==> config.mk <==
export PLATFORM = sky130hd
export DESIGN_NAME = writeback_arbiter
export DESIGN_NICKNAME = d
export VERILOG_FILES = /design/src/rtl/writeback_arbiter.sv
export SDC_FILE = /design/constraint.sdc
export NUM_CORES = 1
export LEC_CHECK = 0
export ABC_AREA = 0
export CORE_MARGIN = 1
export CORE_UTILIZATION = 35
export CTS_BUF_LIST = sky130_fd_sc_hd__clkbuf_8
export CTS_CLUSTER_DIAMETER = 120
export DETAILED_ROUTE_END_ITERATION = 16
export GPL_ROUTABILITY_DRIVEN = 0
export MAX_ROUTING_LAYER = met4
export SKIP_CTS_REPAIR_TIMING = 1
export SYNTH_ARGS = -nofsm -noshare
export SYNTH_HDL_FRONTEND = slang
export SYNTH_SLANG_ARGS = --single-unit
==> constraint.sdc <==
create_clock -name clock -period 2.69 [get_ports clock]
set_clock_uncertainty 0.2 [all_clocks]
set_input_delay 0.538 -clock clock [delete_from_list [all_inputs] [get_ports clock]]
set_output_delay 0.538 -clock clock [all_outputs]
set_load 0.1 [all_outputs]
==> src/rtl/writeback_arbiter.sv <==
// Purpose : merges ALU results and buffered load responses onto the single
//           register-file write port; tracks outstanding loads for decode.
// Latency : ALU -> write_enable 1 cycle; load response -> write_enable 2 cycles.
// Backpr. : mem_ready drops when the load FIFO is full; alu_ready drops once
//           the FIFO head has waited STARVE_LIMIT cycles.
// Ports   : clock/reset (sync, active-high); alu_* and mem_* valid/ready
//           inputs; ld_issue_* marks a pending load; addr_rs1/2 ->
//           rs1/rs2_busy; addr_rd/data_rd/write_enable registered write
//           port; sb_err sticky double-issue flag.
module writeback_arbiter #(
  parameter int LQ_DEPTH     = 4,
  parameter int STARVE_LIMIT = 3
) (
  input  logic        clock,
  input  logic        reset,
  input  logic        alu_valid,
  output logic        alu_ready,
  input  logic [4:0]  alu_rd,
  input  logic [31:0] alu_data,
  input  logic        mem_valid,
  output logic        mem_ready,
  input  logic [4:0]  mem_rd,
  input  logic [31:0] mem_data,
  input  logic        ld_issue_valid,
  input  logic [4:0]  ld_issue_rd,
  input  logic [4:0]  addr_rs1,
  input  logic [4:0]  addr_rs2,
  output logic        rs1_busy,
  output logic        rs2_busy,
  output logic [4:0]  addr_rd,
  output logic [31:0] data_rd,
  output logic        write_enable,
  output logic        sb_err
);

  localparam int IDX_W = $clog2(LQ_DEPTH);
  localparam int PTR_W = IDX_W + 1;
  localparam int AGE_W = $clog2(STARVE_LIMIT + 1);

  logic [4:0]       r_lq_rd   [LQ_DEPTH];
  logic [31:0]      r_lq_data [LQ_DEPTH];
  logic [PTR_W-1:0] r_wr_ptr;
  logic [PTR_W-1:0] r_rd_ptr;
  logic [AGE_W-1:0] r_age;
  logic [31:0]      r_pending;
  logic             r_wb_load;   // current write strobe came from a load

  logic             w_empty;
  logic             w_full;
  logic             w_push;
  logic             w_pop;
  logic             w_alu_win;
  logic [4:0]       w_head_rd;
  logic [31:0]      w_head_data;
  logic [4:0]       w_win_rd;
  logic [31:0]      w_win_data;
  logic [31:0]      w_set_vec;
  logic [31:0]      w_clr_vec;

  // Extra pointer bit distinguishes full from empty when indices match.
  assign w_empty = (r_wr_ptr == r_rd_ptr);
  assign w_full  = (r_wr_ptr[PTR_W-1] != r_rd_ptr[PTR_W-1]) &&
                   (r_wr_ptr[IDX_W-1:0] == r_rd_ptr[IDX_W-1:0]);

  assign mem_ready = !reset && !w_full;
  assign alu_ready = !reset && (r_age < AGE_W'(STARVE_LIMIT));

  assign w_push    = mem_valid && mem_ready;
  assign w_alu_win = alu_valid && alu_ready;
  assign w_pop     = !reset && !w_alu_win && !w_empty;

  assign w_head_rd   = r_lq_rd[r_rd_ptr[IDX_W-1:0]];
  assign w_head_data = r_lq_data[r_rd_ptr[IDX_W-1:0]];
  assign w_win_rd    = w_alu_win ? alu_rd   : w_head_rd;
  assign w_win_data  = w_alu_win ? alu_data : w_head_data;

  // Pending bit clears only once the load's write strobe has been seen by
  // the register file, so busy never drops before the data is committed.
  assign w_clr_vec = (write_enable && r_wb_load) ? (32'd1 << addr_rd) : 32'd0;
  assign w_set_vec = (ld_issue_valid && ld_issue_rd != 5'd0) ?
                     (32'd1 << ld_issue_rd) : 32'd0;

  assign rs1_busy = r_pending[addr_rs1];
  assign rs2_busy = r_pending[addr_rs2];

  // FIFO storage: contents are don't-care while empty, so no reset needed.
  always_ff @(posedge clock) begin
    if (w_push) begin
      r_lq_rd[r_wr_ptr[IDX_W-1:0]]   <= mem_rd;
      r_lq_data[r_wr_ptr[IDX_W-1:0]] <= mem_data;
    end
  end

  always_ff @(posedge clock) begin
    if (reset) begin
      r_wr_ptr <= '0;
      r_rd_ptr <= '0;
    end else begin
      if (w_push) r_wr_ptr <= r_wr_ptr + PTR_W'(1);
      if (w_pop)  r_rd_ptr <= r_rd_ptr + PTR_W'(1);
    end
  end

  // Head age: how long the oldest response has been passed over.
  always_ff @(posedge clock) begin
    if (reset || w_empty || w_pop) begin
      r_age <= '0;
    end else if (r_age < AGE_W'(STARVE_LIMIT)) begin
      r_age <= r_age + AGE_W'(1);
    end
  end

  always_ff @(posedge clock) begin
    if (reset) begin
      write_enable <= 1'b0;
      addr_rd      <= 5'd0;
      data_rd      <= 32'd0;
      r_wb_load    <= 1'b0;
    end else if (w_alu_win || w_pop) begin
      write_enable <= (w_win_rd != 5'd0);
      addr_rd      <= w_win_rd;
      data_rd      <= w_win_data;
      r_wb_load    <= w_pop && (w_head_rd != 5'd0);
    end else begin
      write_enable <= 1'b0;
      r_wb_load    <= 1'b0;
    end
  end

  // Set is OR-ed after clear so a re-issue at the clearing edge wins.
  always_ff @(posedge clock) begin
    if (reset) begin
      r_pending <= 32'd0;
      sb_err    <= 1'b0;
    end else begin
      r_pending <= (r_pending & ~w_clr_vec) | w_set_vec;
      if (ld_issue_valid && ld_issue_rd != 5'd0 && r_pending[ld_issue_rd])
        sb_err <= 1'b1;
    end
  end

endmodule

==> run metrics <==
minimum clock period 3.00 ns; htree depth 2; Crit Path Category register to output port; row count 60; CP peak stage delay between 0.4 and 0.5 ns; largest net degree at the start of global routing 76; Final WS setup -0.311 ns; Critical Path Fanout Max 4; Num CTS Buffers 39; die area between 20000 and 30000 µm²; Max Clk Rate 333 MHz; clk buf depth 3; Die W roughly 170 µm; nets@finish around 920; die height 168 µm; CTS tree yes; footprint of the multi-input gates 3350 µm²; CP Buf/Inv Count 1; static leakage roughly 4.3 nW; Post-Synthesis Cells approximately 650; VDD IR max roughly 0.58 mV; first-pass GRT wire length between 30000 and 40000 µm; Initial Utilization 0.356; Tightest Pin Transition ~0.47 ns; clock tree sinks 230; final hold vios 0; Yosys cell types 37; Min Hold Slack ~0.22 ns; WL per Instance between 15 and 20 µm; Post-DRT Antenna Nets 0; final setup violation count 2; # IOs between 100 and 150; IO buf count ~140; crit-path leading delay family multiplexers; Residual DRC 0; Seq/Total Area, Yosys 0.634; Clock Latency Late Sink slightly above 0.5 ns; Crit path top cell by count mux4_2; Syn. warnings 0; dpl hpwl between 15000 and 20000 µm; total grt overflow 0; Sw Ratio 0.355; flops & latches, synth 230; Worst Setup End Kind output port; area occupied by registers 6110 µm²; Syn Nets roughly 750; CORE AREA about 27000 µm²; Mapped Area a little under 10000 µm²; status finished, violations left; max-cap viol count 0; DR pass1 iterations 5; Clock Tree Root clkbuf_8; DRT Wirelength approximately 22000 µm; Clk pwr share 0.270; TNS Setup -0.607 ns; crit path cell chain mux4_2, mux4_2, mux2_4, buf_12; Max Slew Vio Count 0; share of post-route cells with drive strength above 1 0.258; DRT iter0 DRCs 419; Reg power frac 0.406; Slowest-stage cell, CP mux4_2; failing checks setup timing; Post-Syn Area per Cell approximately 15 µm²; Reg2Reg Depth 4; initial antenna violation count 2; vias in the first global route slightly above 6000; Worst slew margin 0.685; vias per cell around 5; RSZ-0062 raised after global routing yes; P_int 0.00676 W; critical path data arrival time ~2.3 ns; net switching power roughly 0.0037 W; routed vias between 6000 and 7000; clk slew on worst S/H paths ~0.06 ns; Critical Path RT a little under 2 ns; crit start category register; pwr dens 851 nW/µm²; CP Depth 4; period utilization 1.12; Tot GR Track Use 0.166; Area Overhead vs Synth 28.1%; Worst Hold Class register to register; Worst Hold Depth 1; Comb power frac 0.324; Fillers around 2400
[per-stage QoR]
step	cell area [µm²]	utilization	power (W)	setup slack, ns	instances
final	12300	0.457	0.0105	-0.311	1192
after global routing	12300	0.457	0.0110	-0.374	1192
after CTS	12300	0.455	0.0106	-0.678	1190
after detailed placement	11500	0.429	0.00776	-0.673	1119
after global placement	11500	0.429	0.00773	-0.684	1119
after floorplan	9680	-	0.00689	-0.136	651
[cells by family (layout without fill, tap and decap cells)]
| kind of cell | Yosys count | in the layout | share of synthesized area |
|---|---|---|---|
| flip-flops | 230 | 230 | 0.634 |
| AND/OR/NAND/NOR | 137 | 137 | 0.0628 |
| AO/OA/AOI/OAI | 115 | 115 | 0.0731 |
| multiplexers | 111 | 111 | 0.197 |
| buffers and inverters | 46 | 244 | 0.0203 |
| adder cells (fa/ha/maj) | 6 | 6 | 0.00782 |
| XOR/XNOR | 6 | 6 | 0.00547 |
| other | 0 | 2 | 0 |
[layout make-up]
type                            instances  area share
Sequential cell                       230       0.497
Multi-Input combinational cell        375       0.272
Timing Repair Buffer                  168       0.136
Clock buffer                           40      0.0447
Tap cell                              341      0.0347
Clock inverter                         31      0.0134
Inverter                                5     0.00153
Antenna cell                            2    0.000407
[worst reg2reg max path, cell delays in order (launching register included)]
cell and delay [ns]:
dfxtp_2 0.56, mux4_2 0.59, or4_1 0.55, nor2_1 0.14
o31ai_1 0.07
[routing by layer]
layer / vias to the layer above / GRT usage / part of all wire
met2: 216 / 0.263 / 0.48
met4: 0 / 0.0531 / 0.021
met1: 2931 / 0.207 / 0.43
li1: 2870 / - / -
met3: 43 / 0.0451 / 0.075
met5: - / - / 0
[synth_stat cells]
cell type / count / area, µm²
a211oi_1: 37 / 278
a21o_1: 1 / 7.51
a21oi_1: 32 / 160
a221o_1: 2 / 20.0
a311oi_1: 2 / 17.5
a31oi_1: 5 / 31.3
and2_1: 5 / 31.3
and3_1: 2 / 12.5
and3b_1: 1 / 8.76
buf_1: 4 / 15.0
buf_2: 13 / 65.1
buf_4: 1 / 7.51
clkbuf_1: 21 / 78.8
clkbuf_2: 2 / 10.0
dfxtp_1: 82 / 1640
edfxtp_1: 148 / 4440
ha_1: 6 / 75.1
inv_1: 5 / 18.8
mux2_2: 2 / 22.5
mux2i_1: 47 / 470
mux4_2: 62 / 1400
nand2_1: 46 / 173
nand2b_1: 8 / 50.1
nand3_1: 6 / 30.0
nand3b_1: 1 / 7.51
nor2_1: 55 / 206
nor2b_1: 3 / 18.8
nor3_1: 3 / 15.0
nor3b_1: 3 / 22.5
nor4_1: 1 / 6.26
o211ai_1: 1 / 7.51
o21ai_0: 33 / 165
o31ai_1: 2 / 15.0
or2_2: 1 / 6.26
or4_1: 2 / 15.0
xnor2_1: 5 / 43.8
xor2_1: 1 / 8.76
[worst paths after layout]
| path | end | slack, ns | startpoint |
|---|---|---|---|
| min | r_age[0]$_SDFFE_PP0N_ | 0.22 | r_age[0]$_SDFFE_PP0N_ |
| max | rs1_busy | -0.31 | r_pending[28]$_SDFF_PP0_ |
| min reg2reg | r_age[0]$_SDFFE_PP0N_ | 0.22 | r_age[0]$_SDFFE_PP0N_ |
| max reg2reg | write_enable$_SDFF_PP0_ | 0.46 | register |
[placed cells by master, fill, tap and decap left out, types with 8 or more instances in the layout]
cell type	count
mux4_2	62
nand2b_1	8
nand2_1	45
a211oi_1	37
o21ai_0	33
clkdlybuf4s50_1	88
dfxtp_2	22
inv_1	22
clkbuf_8	40
nor2_1	54
mux2i_1	47
edfxtp_1	148
buf_4	61
a21oi_1	32
buf_12	14
dfxtp_1	60
[sequential cells by signal, summed over array words and instances, names as in the netlist, named ones only]
signal        count
data_rd          32
r_lq_rd          20
r_pending        32
sb_err            1
r_wr_ptr          3
r_age             2
r_rd_ptr          3
r_wb_load         1
write_enable      1
r_lq_data       128
addr_rd           5
[power groups by stage]
stage / Combinational [W] / Sequential [W] / Clock (W)
floorplan: 0.00156 / 0.00533 / 0
global placement: 0.00341 / 0.00432 / 0
detailed placement: 0.00344 / 0.00432 / 0
CTS: 0.00345 / 0.00425 / 0.00293
global route: 0.00359 / 0.00429 / 0.00309
finish: 0.00339 / 0.00425 / 0.00283
No activity file was read; power rests on OpenSTA's default activity.
